==> config.mk <==
export PLATFORM = sky130hd
export DESIGN_NAME = divider32b
export DESIGN_NICKNAME = d
export VERILOG_FILES = /design/src/rtl/divider32b_pkg.sv /design/src/rtl/divider32b_subtractor32b.sv /design/src/rtl/divider32b.sv
export SDC_FILE = /design/constraint.sdc
export NUM_CORES = 1
export LEC_CHECK = 0
export CORE_MARGIN = 8
export CORE_UTILIZATION = 48
export CTS_CLUSTER_DIAMETER = 100
export CTS_CLUSTER_SIZE = 16
export DETAILED_ROUTE_END_ITERATION = 10
export GPL_TIMING_DRIVEN = 0
export PLACE_DENSITY_LB_ADDON = 0.15
export SETUP_SLACK_MARGIN = 0.2
export SLEW_MARGIN = 0
export SYNTH_ARGS = -nofsm -noshare
export SYNTH_HDL_FRONTEND = slang
export SYNTH_SLANG_ARGS = --single-unit
export TNS_END_PERCENT = 100
==> constraint.sdc <==
create_clock -name wb_clk_i -period 2.7 [get_ports wb_clk_i]
set_clock_uncertainty 0.1 [all_clocks]
set_input_delay 0.54 -clock wb_clk_i [delete_from_list [all_inputs] [get_ports wb_clk_i]]
set_output_delay 0.54 -clock wb_clk_i [all_outputs]
set_load 0.01 [all_outputs]
==> src/rtl/divider32b_pkg.sv <==
`default_nettype none
// ============================================================================
//  Module      : divider32b_pkg
//  Description : Shared constants for the 32-bit sequential divider.
//                Holds the FSM encoding, the data width and iteration count,
//                the divide-by-zero quotient and the small helpers used for
//                the optional two's-complement mode (DIVIDER32B_SIGNED_EN).
//  Revision    : 1.0 - initial release
// ============================================================================
package divider32b_pkg;

    localparam int C_WIDTH = 32;
    localparam int C_ITERS = 32;
    localparam int C_CNT_W = 6;

    localparam logic [1:0] ST_IDLE = 2'd0;
    localparam logic [1:0] ST_RUN  = 2'd1;
    localparam logic [1:0] ST_DONE = 2'd2;

    localparam logic [C_WIDTH-1:0] C_DBZ_QUOT = 32'hFFFF_FFFF;

    // Two's-complement negate, used to build magnitudes and to apply the
    // result signs. -2^31 maps to itself, which reads correctly as the
    // unsigned magnitude 2^31.
    function automatic logic [C_WIDTH-1:0] neg_if(input logic [C_WIDTH-1:0] v,
                                                  input logic              en);
        return en ? (~v + 32'd1) : v;
    endfunction

endpackage : divider32b_pkg
`default_nettype wire

==> src/rtl/divider32b_subtractor32b.sv <==
`default_nettype none
// ============================================================================
//  Module      : subtractor32b
//  Description : Combinational 32-bit subtractor, o_diff = i_a - i_b, with
//                o_borrow set when i_b > i_a (unsigned).
//  Ports       : i_a, i_b  - operands
//                o_diff    - difference modulo 2^32
//                o_borrow  - borrow out
//  Revision    : 1.0 - initial release
// ============================================================================
module subtractor32b
    import divider32b_pkg::*;
(
    input  logic [C_WIDTH-1:0] i_a,
    input  logic [C_WIDTH-1:0] i_b,
    output logic [C_WIDTH-1:0] o_diff,
    output logic               o_borrow
);

    assign {o_borrow, o_diff} = {1'b0, i_a} - {1'b0, i_b};

endmodule : subtractor32b
`default_nettype wire

==> src/rtl/divider32b.sv <==
`default_nettype none
// ============================================================================
//  Module      : divider32b
//  Description : Sequential restoring divider, 32-bit dividend / divisor,
//                one quotient bit per clock, MSB first. Accept-to-done
//                latency is 32 cycles; a zero divisor finishes on the accept
//                edge with quotient all-ones and remainder = dividend.
//  Ports       : wb_clk_i, wb_rst_i (sync, active-high)
//                start, dividend, divisor     - request (sampled in IDLE)
//                signed_op                    - only with DIVIDER32B_SIGNED_EN
//                busy, done                   - status (done is a 1-cycle pulse)
//                quotient, remainder          - results, held until next start
//                div_by_zero                  - last result had divisor 0
//                io_oeb                       - tied low
//  Macro       : DIVIDER32B_SIGNED_EN adds signed_op (two's-complement mode)
//  Revision    : 1.0 - initial release
// ============================================================================
module divider32b
    import divider32b_pkg::*;
(
    input  logic               wb_clk_i,
    input  logic               wb_rst_i,
    input  logic               start,
    input  logic [C_WIDTH-1:0] dividend,
    input  logic [C_WIDTH-1:0] divisor,
`ifdef DIVIDER32B_SIGNED_EN
    input  logic               signed_op,
`endif
    output logic               busy,
    output logic               done,
    output logic [C_WIDTH-1:0] quotient,
    output logic [C_WIDTH-1:0] remainder,
    output logic               div_by_zero,
    output logic [32:0]        io_oeb
);

    logic [1:0]         r_state;
    logic [C_WIDTH:0]   r_prem;      // partial remainder, 33 bits
    logic [C_WIDTH-1:0] r_qsh;       // dividend bits shift out, quotient bits shift in
    logic [C_WIDTH-1:0] r_dvsr;
    logic [C_CNT_W-1:0] r_cnt;
    logic [C_WIDTH-1:0] r_quotient;
    logic [C_WIDTH-1:0] r_remainder;
    logic               r_dbz;
    logic               r_neg_q;
    logic               r_neg_r;

    logic               w_signed;
    logic [C_WIDTH-1:0] w_dvd_mag;
    logic [C_WIDTH-1:0] w_dvs_mag;
    logic               w_dvs_zero;
    logic [C_WIDTH+1:0] w_shift;
    logic [C_WIDTH-1:0] w_diff;
    logic               w_borrow;
    logic               w_ge;
    logic [C_WIDTH:0]   w_prem_next;
    logic [C_WIDTH-1:0] w_q_next;
    logic [C_WIDTH-1:0] w_q_final;
    logic [C_WIDTH-1:0] w_r_final;
    logic               w_last;

`ifdef DIVIDER32B_SIGNED_EN
    assign w_signed = signed_op;
`else
    assign w_signed = 1'b0;
`endif

    assign w_dvd_mag  = neg_if(dividend, w_signed & dividend[C_WIDTH-1]);
    assign w_dvs_mag  = neg_if(divisor,  w_signed & divisor[C_WIDTH-1]);
    assign w_dvs_zero = (divisor == '0);

    // Shift the partial remainder left and bring in the next dividend bit.
    assign w_shift = {r_prem, r_qsh[C_WIDTH-1]};

    subtractor32b u_trial_sub (
        .i_a      (w_shift[C_WIDTH-1:0]),
        .i_b      (r_dvsr),
        .o_diff   (w_diff),
        .o_borrow (w_borrow)
    );

    // Any bit above the 32-bit window means the shifted value already
    // exceeds the divisor; the low 32 bits of the difference are then still
    // exact because the true difference is smaller than the divisor.
    assign w_ge        = (|w_shift[C_WIDTH+1:C_WIDTH]) | ~w_borrow;
    assign w_prem_next = w_ge ? {1'b0, w_diff} : w_shift[C_WIDTH:0];
    assign w_q_next    = {r_qsh[C_WIDTH-2:0], w_ge};
    assign w_last      = (r_cnt == C_CNT_W'(C_ITERS - 1));

    assign w_q_final = neg_if(w_q_next, r_neg_q);
    assign w_r_final = neg_if(w_prem_next[C_WIDTH-1:0], r_neg_r);

    always_ff @(posedge wb_clk_i) begin
        if (wb_rst_i) begin
            r_state     <= ST_IDLE;
            r_prem      <= '0;
            r_qsh       <= '0;
            r_dvsr      <= '0;
            r_cnt       <= '0;
            r_quotient  <= '0;
            r_remainder <= '0;
            r_dbz       <= 1'b0;
            r_neg_q     <= 1'b0;
            r_neg_r     <= 1'b0;
        end else begin
            case (r_state)
                ST_IDLE: begin
                    if (start) begin
                        if (w_dvs_zero) begin
                            r_state     <= ST_DONE;
                            r_quotient  <= C_DBZ_QUOT;
                            r_remainder <= dividend;
                            r_dbz       <= 1'b1;
                        end else begin
                            r_state <= ST_RUN;
                            r_prem  <= '0;
                            r_qsh   <= w_dvd_mag;
                            r_dvsr  <= w_dvs_mag;
                            r_cnt   <= '0;
                            r_dbz   <= 1'b0;
                            r_neg_q <= w_signed & (dividend[C_WIDTH-1] ^ divisor[C_WIDTH-1]);
                            r_neg_r <= w_signed & dividend[C_WIDTH-1];
                        end
                    end
                end
                ST_RUN: begin
                    r_prem <= w_prem_next;
                    r_qsh  <= w_q_next;
                    r_cnt  <= r_cnt + 1'b1;
                    if (w_last) begin
                        r_state     <= ST_DONE;
                        r_quotient  <= w_q_final;
                        r_remainder <= w_r_final;
                    end
                end
                ST_DONE: begin
                    r_state <= ST_IDLE;
                end
                default: begin
                    r_state <= ST_IDLE;
                end
            endcase
        end
    end

    assign busy        = (r_state != ST_IDLE);
    assign done        = (r_state == ST_DONE);
    assign quotient    = r_quotient;
    assign remainder   = r_remainder;
    assign div_by_zero = r_dbz;
    assign io_oeb      = '0;

endmodule : divider32b
`default_nettype wire

* Word-level counts from Yosys, hierarchy flattened *
Index checks and enable logic that the tools add are counted.

word-level totals
  register bits = 170
  input port bits = 67
  output and inout port bits = 100
  logic and storage cells = 53

operators by class
  add/sub/neg operators = 2
  eq/ne operators = 7
  multiplexer cells = 23
  bitwise logic cells = 3
  reductions and logical operators = 10

operator list
  cell                                           count
  two-way mux 32 bit                             8
  one-hot mux 32 bit (2 select lines)            3
  two-way mux 33 bit                             3
  one-hot mux 33 bit (2 select lines)            1
  subtractor 32 x 32 -> 33 bit                   1
  zero test 32 bit                               1
  two-way mux 6 bit                              2
  one-hot mux 6 bit (2 select lines)             1
  != test 2 bit, second input constant           4
  adder 6 x 1 -> 6 bit, second input constant    1
  == test 6 x 5 -> 1 bit, second input constant  1
  two-way mux 2 bit                              3
  AND reduction 3 bit                            2
  one-hot mux 2 bit (2 select lines)             1
  AND reduction 2 bit                            2
  AND reduction 4 bit                            1
  nonzero test 2 bit                             2
  == test 2 x 1 -> 1 bit, second input constant  1
  == test 2 bit, second input constant           1
  zero test 2 bit                                1
  inverter 1 bit                                 2
  OR reduction 2 bit                             1
  two-way mux 1 bit                              1
  OR 1 bit                                       1

* Depth between registers and ports, before layout *
Gate-level depths: netlist of run 1.

  depth in word-level cells = 6
  depth in mapped cells = 12
  gate-level depth less buffers = 11

* Modules after synthesis *
From an unflattened synthesis of run 1, not the netlist that was laid out.

second synthesis, totals
  cells, all modules = 1083
  area total of the unflattened synthesis = 9251.4 µm²

modules (own cells, without submodules)
  module         instances  cells each  area each (µm²)
  divider32b     1          782         7272.0
  subtractor32b  1          301         1979.4

* Worst setup path before layout of run 1 *
OpenSTA, ideal clock, no wires.

  path kind = register to register
  start = register r_qsh[31]
  end = register r_remainder[28] (netlist: remainder[28])
  setup time = 88 ps
  arrival = 2601 ps
  required time = 2512 ps
  slack = -89 ps
  cell stages (with the launch flop) = 13
  buffers on the path = 1
  period minus slack after synthesis = 2789 ps
  cell sequence = dfxtp_1 -> inv_1 -> ha_1 -> fa_1 -> nand2b_1 -> a21oi_2 -> o211ai_2 -> a2111oi_4 -> o21a_1 -> buf_4 -> o31ai_1 -> o31a_1 -> a311oi_2

between the ends
  word-level cells in the longest chain between the ends = 6

RTL lines
  item                                     line                            text
  start, declared                          divider32b.sv:39                logic [C_WIDTH-1:0] r_qsh;
  start signal, assigned                   divider32b.sv:117               r_qsh <= w_dvd_mag;
  start signal, assigned                   divider32b.sv:128               r_qsh <= w_q_next;
  subtractor 32 x 32 -> 33 bit (*)         divider32b_subtractor32b.sv:20  assign {o_borrow, o_diff} = {1'b0, i_a} - {1'b0, i_b};
  inverter 1 bit                           divider32b.sv:85                assign w_ge = (|w_shift[C_WIDTH+1:C_WIDTH]) | ~w_borrow;
  OR 1 bit                                 divider32b.sv:85
  two-way mux 33 bit (*)                   divider32b.sv:86                assign w_prem_next = w_ge ? {1'b0, w_diff} : w_shift[C_WIDTH:0];
  two-way mux 32 bit (*)                   divider32b.sv:130               if (w_last) begin
  one-hot mux 32 bit (2 select lines) (*)  divider32b.sv:106               case (r_state)
  end signal, assigned                     divider32b.sv:112               r_remainder <= dividend;
  end signal, assigned                     divider32b.sv:133               r_remainder <= w_r_final;
  end, declared                            divider32b.sv:43                logic [C_WIDTH-1:0] r_remainder;

Mark *: on every way between the ends. The rest lies on a longest branch, timed or not. The select of a mux whose other input is x is not followed.
A chain may end at the register's enable or synchronous reset.

* Worst setup path after layout of run 1 *
  start = register r_qsh[31]
  end = register r_remainder[22] (netlist: remainder[22])

Same word-level chain as after synthesis.

==> summary.txt, run 1 <==
Top FF cell, synth: dfxtp_1
die width: 151 um
GRT Residual Overflow: 0
nets: 1447
Crit Path Class: flip-flop to flip-flop
largest net degree at the start of global routing: 19
Worst Reg2Reg Path Length in Cells: 13
Clock Sinks: 170
Area contributors post-synth: dfxtp_1, nand2_1, a311oi_1
Post-synth EDFFs: 0
worst vdd ir: 0.538 mV
initial antenna violation count: 0
fin crit period: 2.87 ns
drt via density: 5.61
Inst Count DP: 1524
worst hold stages: 3
vias in the first global route: 8541
initial core utilization: 48.8%
Root Driver: clkbuf_16
# diodes: 0
top cell type by total area after synthesis: dfxtp_1
Hold EP: r_dvsr[11]
Synth cell types: 55
R2R Path Start: r_qsh[31]
Pre-antenna DRT Iters: 5
top cell type's share of synthesized area: 38.9%
number of remaining DRC errors: 0
maxcap violations: 0
Filler Cell Count: 1519
first-pass GRT wire length: 44700 um
Worst EP required: 2.95 ns
R2R setup slack: -0.17 ns
CTS Hold Bufs: 0
GRT Util Overall: 24.9%
Worst Setup End Kind: flip-flop
clock latency on the worst-skew pair: 0.44 ns
design area: 12200 um^2
CTS tree: yes
Placeable Area: 17900 um^2
Clk pin slew, worst setup/hold paths: 0.07 ns
worst-margin pin slew: 0.720 ns
Layout area overhead: 39.9%
Die ar.: 22800 um^2
Fin. Hold Viols: 0
port buffer count: 132
status: complete, but fails checks
Hold Startpoint: divisor[11]
fin cells: 1588
Fmax: 349 MHz
DP HPWL: 21600 um
Worst slew margin: 52.0%
Post-Syn Instances: 1131
top-count cell post-synth: nand2_1
Vias: 8901
layout cells sized above 1: 20.1%
FF+latch count, synth: 170
Post-DP Area: 10500 um^2
Post-DRT Antenna Nets: 0
Die Ht: 151 um
Num CTS Buffers: 17
final period utilization: 106%
Lkg Pwr: 4.83 nW
Worst EP arrival: 3.12 ns
RSZ-0062 raised after global routing: yes
DR WL/cell: 18.2 um
worst-path fanout max: 8
Pwr Total: 8.45 mW
Place WS: -1.42 ns
post-synthesis sequential area ratio: 38.9%
Post-Route Setup TNS: -5.52 ns
yosys warns: 0
Syn Area/Cell: 7.73 um^2
Worst Hold Class: input port to flip-flop
drt first-iter violations: 603
# rows: 49
CP startpoint kind: flip-flop
Power Dens Cells: 691 nW/um^2
most frequent cells after synthesis: nand2_1, dfxtp_1, nor2_1, a21oi_1, nor3_1
I/O Pins: 167
Post-Syn Area: 8740 um^2
final setup vio count: 59
Final Max Tran Viols: 0
Synth async-reset ratio: 0%
GP Congestion: 0.911
clk buf depth: 2
Worst R2R End: remainder[22]
failing checks: negative setup slack
drt total wl: 28900 um
H-tree Lvls: 4
Final WS setup: -0.169 ns
-- layout make-up --
| class | instances | area, um^2 | area share, % |
|---|---|---|---|
| Tap cell | 229 | 287 | 2.34 |
| Timing Repair Buffer | 165 | 1640 | 13.4 |
| Buffer | 114 | 773 | 6.32 |
| Sequential cell | 170 | 3410 | 27.9 |
| Clock buffer | 18 | 439 | 3.59 |
| Clock inverter | 14 | 148 | 1.21 |
| Inverter | 49 | 186 | 1.52 |
| Multi-Input combinational cell | 829 | 5340 | 43.7 |
-- cells in the final DEF (no fill, tap or decap), drive strengths merged, types with 24 or more instances in the layout --
cell / count
a22oi: 30
buf: 92
a311oi: 61
nor2: 121
dfxtp: 170
nand2: 197
clkbuf: 73
o21ai: 24
ha: 33
a21oi: 103
clkdlybuf4s50: 103
nor3: 71
inv: 57
conb: 33
-- report_power, final --
group | internal [mW] | total [mW] | switching (mW) | leakage, nW
logic | 1.31 | 3.18 | 1.87 | 3.15
clock network | 1.26 | 2.45 | 1.19 | 0.291
registers | 2.66 | 2.82 | 0.158 | 1.39
total | 5.23 | 8.45 | 3.22 | 4.83
-- metal layers --
metal / wire length (um) / part of all wire [%] / up-vias / GRT usage [%]
met1: 12700 / 44 / 4157 / 32.8
met2: 13400 / 46 / 342 / 40.3
met5: 0 / 0 / - / 0
met3: 2120 / 7.3 / 56 / 4.15
met4: 792 / 2.7 / 0 / 9.20
li1: - / - / 4346 / -
-- worst max-delay path by stage --
| stage | start | to | slack (ns) | cells after the start |
|---|---|---|---|---|
| final | r_qsh[31] | remainder[22] | -0.17 | 13 |
| after global routing | r_qsh[31] | remainder[28] | -0.31 | 12 |
| after CTS | r_qsh[31] | remainder[28] | -0.13 | 12 |
| after detailed placement | divisor[0] | r_dvsr[24] | -1.42 | 10 |
| after global placement | divisor[31] | r_dvsr[27] | -1.43 | 10 |
| after floorplan | r_qsh[31] | remainder[28] | 0.003 | 12 |
-- logic make-up (layout without fill, tap and decap cells) --
kind of cell | after synthesis | count (layout) | share of synthesized area [%]
adders and majority gates | 34 | 34 | 4.95
DFF | 170 | 170 | 38.9
xor gates and xnor gates | 29 | 29 | 2.91
AOI/OAI and AO/OA | 285 | 285 | 22.3
other | 1 | 33 | 0.0429
buffers and inverters | 164 | 360 | 8.87
and+or+nand+nor | 448 | 448 | 22.0
-- per-stage QoR --
step / utilization, % / hold slack, ns
after floorplan: - / 0.332
after global placement: 58.7 / 0.339
after detailed placement: 58.7 / 0.344
after CTS: 66.2 / 0.354
after global routing: 68.3 / 0.299
final: 68.3 / 0.290
-- flip-flops by register name, summed over array words and instances, names as in the netlist --
| register | flops |
|---|---|
| r_cnt | 6 |
| quotient | 32 |
| div_by_zero | 1 |
| r_dvsr | 32 |
| r_prem | 33 |
| remainder | 32 |
| r_state | 2 |
| r_qsh | 32 |
-- repair_timing --
action,CTS,global route
setup endpoints to repair,171,165
buffers inserted,20,10
resized for setup,167,73
pin swaps,31,28
gates cloned,0,3
-- critical path, cell delays in order, from the launching register on --
cell and delay, ns:
dfxtp_4 0.39, inv_4 0.04, ha_4 0.15, fa_2 0.33, nand2b_4 0.16, a21oi_4 0.21
o211ai_4 0.13, a2111oi_4 0.33, o21a_1 0.17, buf_6 0.15, buf_4 0.13, buf_12 0.11
a22oi_2 0.08, a311oi_1 0.27
Note: power is estimated with default switching activity, not from simulation.
==> inputs of run 2 (changes only) <==
--- a/config.mk
+++ b/config.mk
@@ -6,8 +6,8 @@
 export NUM_CORES = 1
 export LEC_CHECK = 0
 export CORE_MARGIN = 8
-export CORE_UTILIZATION = 48
-export CTS_CLUSTER_DIAMETER = 100
+export CORE_UTILIZATION = 40
+export CTS_CLUSTER_DIAMETER = 150
 export CTS_CLUSTER_SIZE = 16
 export DETAILED_ROUTE_END_ITERATION = 10
 export GPL_TIMING_DRIVEN = 0
==> run 2 against run 1 <==
  * The flow still finishes with violations (negative setup slack)
  * Register-to-register slack lost 0.05 ns
  * Core utilization fell by 11 points
  * Final cell count is 3.3% higher
  * Global-route usage down 3.4 points
  * Fmax is 1.6% lower
  * Setup slack lost 0.046 ns
  * First-iteration DRC count grew 21%
  * Largest cell class unchanged
  * Final area grew 0.95%
  * Clock power about the same
  * Sequential power is essentially flat
  * Critical path depth decreased by 1
  * Critical endpoint is now remainder[16]
  * Hold slack got worse by 0.042 ns
==> summary.txt, run 2 (synthesis results as in run 1) <==
status: complete, but fails checks
failing checks: negative setup slack
final hold slack: 0.248 ns (-0.0419 ns)
GP Congestion: 0.939 (+3.1%)
nets: 1449 (+0.14%)
worst-path fanout max: 9 (+1)
Vias: 8872 (-0.33%)
clock latency on the worst-skew pair: 0.44 ns (about the same)
Die Ht: 164 um (+8.5%)
Worst slew margin: 42.8% (-9.2 points)
GRT Residual Overflow: 0 (unchanged)
vias in the first global route: 8393 (-1.7%)
Layout area overhead: 41.2%
Num CTS Buffers: 17 (unchanged)
CP peak stage delay: 0.36 ns (-0.03 ns)
Die ar.: 26800 um^2 (+18%)
layout cells sized above 1: 21.0% (+0.93 points)
CP bufs+invs: 4 (unchanged)
CTS Hold Bufs: 0 (unchanged)
Worst EP arrival: 3.15 ns (+0.03 ns)
Top reg by flops: r_prem
worst-margin pin slew: 0.858 ns (+0.138 ns)
Root Driver: clkbuf_16
# rows: 54 (+10%)
Worst EP required: 2.93 ns (-0.02 ns)
Worst Setup End Kind: flip-flop
CTS tree: yes
GRT Util Overall: 21.5% (-3.4 points)
first-pass GRT wire length: 45500 um (+1.7%)
maxcap violations: 0 (unchanged)
final setup vio count: 65 (+10%)
Critical Path End: remainder[16]
RSZ-0062 raised after global routing: yes
R2R Path Start: r_prem[18]
worst hold stages: 3 (unchanged)
DR WL/cell: 18.3 um (+0.19%)
Largest register FFs: 33 (unchanged)
Clock Sinks: 170 (unchanged)
slowest CP cell: dfxtp_2
fin crit period: 2.91 ns (+0.0456 ns)
Final Max Tran Viols: 0 (unchanged)
clk buf depth: 2 (unchanged)
drt first-iter violations: 732 (+21%)
Place WS: -1.43 ns (-0.0138 ns)
number of remaining DRC errors: 0 (unchanged)
Power Dens Cells: 686 nW/um^2 (-0.71%)
Pwr Total: 8.47 mW (+0.23%)
# diodes: 0 (unchanged)
I/O Pins: 167 (unchanged)
Crit Path Class: flip-flop to flip-flop
Crit path max-delay family: compound AO/OA/AOI/OAI gates
Worst Reg2Reg Path Length in Cells: 12 (-1)
most frequent cell on the critical path: buf_4
die width: 164 um (+8.5%)
DP HPWL: 22500 um (+3.9%)
worst vdd ir: 0.358 mV (-33%)
R2R setup slack: -0.21 ns (-0.05 ns)
Clk pin slew, worst setup/hold paths: 0.07 ns (about the same)
Final WS setup: -0.214 ns (-0.0456 ns)
initial core utilization: 40.4% (-8.4 points)
Placeable Area: 21600 um^2 (+21%)
drt total wl: 30000 um (+3.5%)
initial antenna violation count: 0 (unchanged)
Fmax: 343 MHz (-1.6%)
Pre-antenna DRT Iters: 8 (+3)
Worst R2R End: remainder[16]
Lkg Pwr: 4.72 nW (-2.3%)
Final Util: 57.1% (-11 points)
port buffer count: 132 (unchanged)
CP cell instances: ha_1 -> buf_2 -> a21oi_4 -> o221ai_2 -> a21boi_1 -> o211ai_1 -> buf_4 -> nor3_4 -> buf_4 -> buf_6 -> a22oi_2 -> a311oi_1
Worst Hold Class: input port to flip-flop
CP startpoint kind: flip-flop
commonest non-fill, non-tap cells in the layout: nand2_1, dfxtp_1, nor2_1
Fin. Hold Viols: 0 (unchanged)
Post-DRT Antenna Nets: 0 (unchanged)
drt via density: 5.41 (-3.5%)
largest net degree at the start of global routing: 19 (unchanged)
H-tree Lvls: 4 (unchanged)
most common cell after layout, fill and taps aside: nand2_1
Filler Cell Count: 2051 (+35%)
final period utilization: 108% (+1.7 points)
path length in cells of the critical path: 12 (-1)
Critical path origin: r_prem[18]
==> run 2: cell count changes in the layout (fill, tap and decap cells not counted), moves of 7 or more <==
cell            delta
dlymetal6s2s_1    -20
buf_4              -8
a22oi_1            +7
a22oi_2            -7
buf_2              +7
clkbuf_1           +7
==> run 2: repair_timing <==
action	4_1_cts	5_1_grt
endpoints found under the setup margin	171	133
setup buffers	18	13
gates cloned	2	2
gates resized for setup	176	146
pin swaps	46	40
==> run 2: where the power goes <==
group | internal [mW] | switching [mW]
Clock | 1.26 | 1.19
Sequential | 2.66 | 0.154
Combinational | 1.31 | 1.90
==> run 2: metrics by stage <==
| step | TNS, ns | std cells | cell area (um^2) |
|---|---|---|---|
| floorplan | 0 | 1163 | 8900 |
| finish | -7.26 | 1641 | 12300 |
| global placement | -202.65 | 1575 | 10600 |
| CTS | -8.25 | 1626 | 11800 |
| global route | -14.30 | 1641 | 12300 |
| detailed placement | -200.71 | 1575 | 10600 |
==> run 2: how the worst min path moves through the flow <==
stage | slack, ns | to | start
after global routing | 0.25 | r_dvsr[0] | divisor[0]
after detailed placement | 0.35 | r_prem[31] | r_prem[31]
after floorplan | 0.33 | r_prem[31] | r_prem[31]
after global placement | 0.34 | r_prem[31] | r_prem[31]
after CTS | 0.26 | r_dvsr[8] | divisor[8]
final | 0.25 | r_dvsr[0] | divisor[0]
==> run 2: worst min-delay path, stage by stage <==
cell and delay (ns):
buf_6 0.10, nand2_1 0.05, a21oi_1 0.05
==> run 2: cell type report <==
cell class / instances / area [um^2] / share of cell area (%)
Buffer: 114 / 771 / 6.24
Sequential cell: 170 / 3410 / 27.7
Tap cell: 280 / 350 / 2.84
Clock inverter: 14 / 143 / 1.16
Clock buffer: 18 / 439 / 3.56
Timing Repair Buffer: 167 / 1610 / 13.0
Inverter: 49 / 186 / 1.51
Multi-Input combinational cell: 829 / 5440 / 44.0
==> run 2: routing by layer <==
metal	share of wire, %	vias up	track usage, %
met5	0	-	0
met4	1.6	0	6.65
met3	6.8	31	4.09
met2	48	334	35.7
met1	44	4156	27.7
li1	-	4351	-
